--- config.mk ---
export PLATFORM = sky130hd
export DESIGN_NAME = nx_egress_arbiter
export DESIGN_NICKNAME = d
export VERILOG_FILES = /design/src/rtl/nx_egress_pkg.sv /design/src/rtl/nx_egress_arbiter_rr_pick.sv /design/src/rtl/nx_egress_arbiter.sv
export SDC_FILE = /design/constraint.sdc
export NUM_CORES = 1
export LEC_CHECK = 0
export CORE_AREA = 2 2 97 71
export CTS_CLUSTER_SIZE = 8
export DETAILED_ROUTE_END_ITERATION = 10
export DIE_AREA = 0 0 99 73
export DONT_BUFFER_PORTS = 1
export PLACE_DENSITY = 0.59
export SETUP_SLACK_MARGIN = 0.2
export SLEW_MARGIN = 20
export SYNTH_ARGS = -nofsm -noshare
export SYNTH_HDL_FRONTEND = slang
export SYNTH_SLANG_ARGS = --single-unit
export TNS_END_PERCENT = 5
--- constraint.sdc ---
create_clock -name clk_i -period 3 [get_ports clk_i]
set_input_delay 0.45 -clock clk_i [delete_from_list [all_inputs] [get_ports clk_i]]
set_output_delay 0.45 -clock clk_i [all_outputs]
set_load 0.01 [all_outputs]
--- src/rtl/nx_egress_pkg.sv ---
// Shared types and constants for the host-bound egress arbiter.
package nx_egress_pkg;

  localparam int NX_MESSAGE_WIDTH    = 31;
  localparam int NX_EGRESS_BURST_W   = 4;
  localparam int NX_EGRESS_SRC_W_MAX = 4;

  typedef enum logic {
    IDLE  = 1'b0,
    GRANT = 1'b1
  } nx_egress_state_t;

  typedef struct packed {
    logic [NX_EGRESS_SRC_W_MAX-1:0] src;
    logic [NX_MESSAGE_WIDTH-1:0]    data;
  } nx_egress_msg_t;

  // A requested burst length of zero is treated as a single message.
  function automatic logic [NX_EGRESS_BURST_W-1:0] nx_egress_norm_burst(
    input logic [NX_EGRESS_BURST_W-1:0] len
  );
    return (len == '0) ? NX_EGRESS_BURST_W'(1) : len;
  endfunction

endpackage

--- src/rtl/nx_egress_arbiter_rr_pick.sv ---
// Rotating first-one picker: finds the first set request strictly after
// ptr, wrapping modulo N. Purely combinational, reusable by other arbiters.
module nx_rr_pick #(
  parameter int N  = 4,
  parameter int SW = $clog2(N)
) (
  input  logic [N-1:0]  req,
  input  logic [SW-1:0] ptr,
  output logic [SW-1:0] grant,
  output logic          found
);

  logic [SW:0]   sum;
  logic [SW-1:0] idx;

  // Scan ptr+1 .. ptr+N (mod N) and keep the first requester seen.
  always_comb begin
    grant = '0;
    found = 1'b0;
    sum   = '0;
    idx   = '0;
    for (int i = 1; i <= N; i++) begin
      sum = {1'b0, ptr} + (SW+1)'(i);
      if (sum >= (SW+1)'(N)) begin
        sum = sum - (SW+1)'(N);
      end
      idx = sum[SW-1:0];
      if (!found && req[idx]) begin
        found = 1'b1;
        grant = idx;
      end
    end
  end

endmodule

--- src/rtl/nx_egress_arbiter.sv ---
// Round-robin egress arbiter sharing the host message link between SOURCES
// requesters, with burst grants and a single registered output slot.
// Optional: define NX_EGRESS_PRIORITY_EN to give source 0 absolute priority
// at each arbitration decision (no preemption mid-burst).
module nx_egress_arbiter
  import nx_egress_pkg::*;
#(
  parameter int SOURCES = 4,
  parameter int WIDTH   = NX_MESSAGE_WIDTH,
  parameter int SRC_W   = $clog2(SOURCES)
) (
  input  logic                         clk_i,
  input  logic                         rstn_i,
  input  logic [SOURCES*WIDTH-1:0]     req_data_i,
  input  logic [SOURCES-1:0]           req_valid_i,
  output logic [SOURCES-1:0]           req_ready_o,
  input  logic [NX_EGRESS_BURST_W-1:0] burst_len_i,
  output logic [WIDTH-1:0]             out_data_o,
  output logic [SRC_W-1:0]             out_src_o,
  output logic                         out_valid_o,
  input  logic                         out_ready_i,
  output logic                         busy_o
);

  localparam int CW = NX_EGRESS_BURST_W + 1;

  nx_egress_state_t               state_q, state_d;
  logic [SRC_W-1:0]               grant_q, grant_d;
  logic [SRC_W-1:0]               rr_ptr_q, rr_ptr_d;
  logic [NX_EGRESS_BURST_W-1:0]   burst_cnt_q, burst_cnt_d;
  logic [NX_EGRESS_BURST_W-1:0]   burst_len_q, burst_len_d;
  logic [SRC_W-1:0]               pick_grant, arb_grant;
  logic                           pick_found;
  logic                           rr_update;
  logic                           slot_accepts, grant_valid, xfer, last_beat;
  logic [WIDTH-1:0]               grant_data;
  logic [WIDTH-1:0]               out_data_q;
  logic [SRC_W-1:0]               out_src_q;
  logic                           out_valid_q;

  nx_rr_pick #(
    .N  (SOURCES),
    .SW (SRC_W)
  ) u_pick (
    .req   (req_valid_i),
    .ptr   (rr_ptr_q),
    .grant (pick_grant),
    .found (pick_found)
  );

`ifdef NX_EGRESS_PRIORITY_EN
  // Source 0 jumps the queue and never moves the round-robin pointer.
  assign arb_grant = req_valid_i[0] ? '0 : pick_grant;
  assign rr_update = (grant_q != '0);
`else
  assign arb_grant = pick_grant;
  assign rr_update = 1'b1;
`endif

  assign slot_accepts = !out_valid_q || out_ready_i;
  assign xfer         = (state_q == GRANT) && slot_accepts && grant_valid;
  assign last_beat    = (CW'(burst_cnt_q) + CW'(1)) == CW'(burst_len_q);
  assign busy_o       = (state_q == GRANT) || out_valid_q;
  assign out_data_o   = out_data_q;
  assign out_src_o    = out_src_q;
  assign out_valid_o  = out_valid_q;

  // Route the granted source's valid and data onto shared internal wires.
  always_comb begin
    grant_valid = 1'b0;
    grant_data  = '0;
    for (int s = 0; s < SOURCES; s++) begin
      if (grant_q == SRC_W'(s)) begin
        grant_valid = req_valid_i[s];
        grant_data  = req_data_i[s*WIDTH +: WIDTH];
      end
    end
  end

  // Arbiter state registers.
  always_ff @(posedge clk_i or negedge rstn_i) begin
    if (!rstn_i) begin
      state_q     <= IDLE;
      grant_q     <= '0;
      rr_ptr_q    <= SRC_W'(SOURCES-1);
      burst_cnt_q <= '0;
      burst_len_q <= NX_EGRESS_BURST_W'(1);
    end else begin
      state_q     <= state_d;
      grant_q     <= grant_d;
      rr_ptr_q    <= rr_ptr_d;
      burst_cnt_q <= burst_cnt_d;
      burst_len_q <= burst_len_d;
    end
  end

  // Next-state logic: arbitrate in IDLE, count the burst in GRANT, and drive
  // the ready of the granted source whenever the output slot can take data.
  always_comb begin
    state_d     = state_q;
    grant_d     = grant_q;
    rr_ptr_d    = rr_ptr_q;
    burst_cnt_d = burst_cnt_q;
    burst_len_d = burst_len_q;
    req_ready_o = '0;
    case (state_q)
      IDLE: begin
        if (pick_found) begin
          grant_d     = arb_grant;
          burst_cnt_d = '0;
          burst_len_d = nx_egress_norm_burst(burst_len_i);
          state_d     = GRANT;
        end
      end
      GRANT: begin
        if (slot_accepts) begin
          for (int s = 0; s < SOURCES; s++) begin
            if (grant_q == SRC_W'(s)) begin
              req_ready_o[s] = 1'b1;
            end
          end
          if (!grant_valid) begin
            state_d = IDLE;
            if (rr_update) begin
              rr_ptr_d = grant_q;
            end
          end else begin
            burst_cnt_d = burst_cnt_q + NX_EGRESS_BURST_W'(1);
            if (last_beat) begin
              state_d = IDLE;
              if (rr_update) begin
                rr_ptr_d = grant_q;
              end
            end
          end
        end
      end
      default: begin
        state_d = IDLE;
      end
    endcase
  end

  // Single-message output slot: loads on a granted transfer, empties when
  // downstream takes the message and nothing new arrives.
  always_ff @(posedge clk_i or negedge rstn_i) begin
    if (!rstn_i) begin
      out_data_q  <= '0;
      out_src_q   <= '0;
      out_valid_q <= 1'b0;
    end else if (slot_accepts) begin
      if (xfer) begin
        out_data_q  <= grant_data;
        out_src_q   <= grant_q;
        out_valid_q <= 1'b1;
      end else begin
        out_valid_q <= 1'b0;
      end
    end
  end

endmodule
==> run_results.csv <==
group,metric,value,unit
status,status,"finished clean",
clocking,cts_root_buf,"clkbuf_8",
yosys,synth_most_common_cell,"dfrtp_1",
yosys,synth_ff_type,"dfrtp_1",
yosys,syn-cell-area,2761,sq um
floorplanning,die_w,99,um
placement,dpl.hpwl,5264,um
timing,finalMaxSlewViolations,0,
yosys,yosys_warnings,0,
grt,grt-ovfl-total,0,
power_and_ir_drop,leakage,1.161,nW
clocking,path_clk_slew,90,ps
final_layout,n_antenna_cell,0,
yosys,synth_cells,191,
timing,fin_skew,10.51,ps
min_path,min_path_cells,2,
critical_path,end_kind,"flop",
routing,vias,1762,
yosys,synthTopCellsByCount,"dfrtp_1 (44), mux4_2 (32), mux2_2 (31)",
grt,track_usage,18.98,%
power_and_ir_drop,vdd_drop_max,0.3991,mV
final_layout,drive_above_1_share,44.50,%
floorplanning,die_h,73,um
critical_path,critPathKind,"reg -> reg",
floorplanning,dieArea,7227,sq um
critical_path,rr_endpoint,"out_data_o[4]$_DFFE_PN0P_",
floorplanning,rows,25,
timing,relSlewSlack,65.40,%
clocking,clk_path_buf_depth,2,
grt,grt_antenna_before_repair,0,
yosys,synth_edf_count,0,
critical_path,worstPathMaxFanout,22,
critical_path,cp.arrival,2290,ps
placement,port_buffers,0,
clocking,cts_buffers,5,
routing,drcViolationCount,0,
critical_path,startpoint_type,"flop",
final_layout,nets,326,
routing,routedWlPerCell,25.10,um
timing,tns,0,ps
grt,grt_pass1_wl,10520,um
placement,dpl_cell_area,2820,sq um
power_and_ir_drop,seqPwrFrac,39.9,%
yosys,synth.yosys.seq_area_share,42.73,%
critical_path,path_cells,"buf_4 > mux4_2 > mux2_2",
critical_path,reg2reg_from,"grant_q[0]$_DFFE_PN0P_",
power_and_ir_drop,clkPwrFrac,15.8,%
final_layout,area_delta_synth_final,8.292,%
final_layout,instances_no_fill,272,
yosys,async_flop_share,100.0,%
routing,drtIter0Drc,82,
floorplanning,ios,174,
final_layout,final_area,2990,sq um
routing,wl,6827,um
clocking,cts_hold_buffers,2,
yosys,synth_cell_types,38,
clocking,cts_setup_buffers,0,
power_and_ir_drop,p_switching,1.253,mW
job,cap_violations,0,
clocking,cts_tree,"built",
critical_path,r2r_slack,900,ps
timing,layout_worst_path_cycle_share,70.01,%
placement,pre_cts_slack,856.7,ps
timing,fmax,0.4761,GHz
clocking,post_cts_resize_count,0,
power_and_ir_drop,power.density,1160,nW/um^2
floorplanning,coreArea,6412,sq um
yosys,ys_seq_elements,47,
placement,dpl.cell_count,262,
critical_path,cp-startpoint,"grant_q[0]$_DFFE_PN0P_",
critical_path,slowest_delay,680,ps
power_and_ir_drop,p_int,2.217,mW
timing,setup_violations,0,
clocking,cts.sink_count,47,
routing,via_per_inst,6.478,
timing,rsz0062_at_grt,"no",
timing,worstMarginPinSlew,514.3,ps
yosys,synth_top_area_cell,"dfrtp_1",
yosys,synth_top_area_share,39.87,%
timing,hold_violations,0,
grt,grt_pass1_vias,1965,
min_path,min_to,"burst_len_q[2]$_DFFE_PN0P_",
clocking,ctsHtreeMaxLevel,2,
timing,setup_slack,899.6,ps
critical_path,reg2reg_depth,3,
yosys,syn_nets,327,
power_and_ir_drop,comb_power_share,44.3,%
placement,place_congestion,0.7468,
yosys,avgSynthCellArea,14.46,sq um
floorplanning,start_util,43.06,%
critical_path,crit_slowest_cell,"dfrtp_2",
critical_path,cp.required,3190,ps
routing,dr.pass1.iters,4,
grt,grt_max_degree,48,
power_and_ir_drop,switching_share,36.11,%
routing,ant_nets,0,
min_path,hold_class,"in -> reg",
final_layout,fin_util,46.63,%
clocking,clock_latency,290,ps
timing,period_needed,2100,ps
yosys,yosys-top-cells-area,"dfrtp_1 (40%), mux4_2 (26%), mux2_2 (13%)",
min_path,min_from,"burst_len_i[2]",
cells in the final DEF, fill, tap and decap left out, types with 3 or more instances in the layout:
| master | netlist | routed |
|---|---|---|
| nand2_1 | 18 | 17 |
| mux4_2 | 32 | 32 |
| dfstp_2 | 3 | 3 |
| inv_1 | 4 | 4 |
| o21ai_0 | 7 | 7 |
| xnor2_1 | 5 | 5 |
| clkbuf_8 | 0 | 5 |
| dfrtp_1 | 44 | 43 |
| nand3_1 | 3 | 3 |
| mux2_2 | 31 | 31 |
| nor3b_1 | 3 | 3 |
cell type report:
class | instances | area, sq um
clock buffers | 6 | 72.57
well taps | 81 | 101.3
fillers | 565 | 3422
multi-input cells | 127 | 1488
clock inverters | 2 | 60.06
inverters | 4 | 15.01
flip-flops and latches | 47 | 1181
repair buffers | 5 | 72.57
cell families after synthesis:
family / after synthesis / share of synthesized area (%)
multiplexers: 68 / 41.01
flip-flops: 47 / 42.73
AND/OR/NAND/NOR: 34 / 6.026
AO/OA/AOI/OAI: 17 / 3.806
buffers and inverters: 17 / 3.488
XOR/XNOR: 7 / 2.492
adder cells (fa/ha/maj): 1 / 0.4530
how the worst max path moves through the flow:
stage | end | slack (ps) | cells after the start
floorplan | out_data_o[0]$_DFFE_PN0P_ | 1310 | 4
global placement | out_data_o[5]$_DFFE_PN0P_ | 940 | 3
detailed placement | out_data_o[17]$_DFFE_PN0P_ | 860 | 3
CTS | out_data_o[17]$_DFFE_PN0P_ | 850 | 3
global route | out_data_o[26]$_DFFE_PN0P_ | 710 | 3
finish | out_data_o[4]$_DFFE_PN0P_ | 900 | 3
sequential cells by signal, summed over array words and instances (netlist names):
| signal | cells |
|---|---|
| out_data_o | 31 |
| state_q | 1 |
| burst_cnt_q | 4 |
| grant_q | 2 |
| rr_ptr_q | 2 |
| out_src_o | 2 |
| out_valid_o | 1 |
| burst_len_q | 4 |
power by group through the flow:
| stage | Sequential (mW) | Combinational (mW) | Clock, mW |
|---|---|---|---|
| 2_1_floorplan | 1.27 | 1.40 | 0 |
| 3_3_place_gp | 1.39 | 1.47 | 0 |
| 3_5_place_dp | 1.41 | 1.55 | 0 |
| 4_1_cts | 1.39 | 1.57 | 0.563 |
| 5_1_grt | 1.44 | 1.69 | 0.592 |
| 6_report | 1.38 | 1.54 | 0.547 |
layer usage:
metal / GRT usage [%] / part of all wire (%) / wire [um] / up-vias
met5: 0 / 0 / 0 / -
met4: 6.088 / 1.6 / 106 / 0
met3: 6.705 / 9.8 / 666 / 8
met2: 31.83 / 50 / 3443 / 116
met1: 23.26 / 38 / 2611 / 909
li1: - / - / - / 729
worst max-delay path, delay by kind of cell (launching register included):
family	cells	cell delay, ps
flip-flops	1	680
buffers and inverters	1	470
multiplexers	2	840
metrics by stage:
stage	hold WS, ps	power, mW
3_3_place_gp	155.3	2.860
5_1_grt	245.4	3.719
6_report	259.4	3.470
2_1_floorplan	154.4	2.671
3_5_place_dp	155.4	2.954
4_1_cts	252.0	3.526
Note: power is estimated with default switching activity, not from simulation.
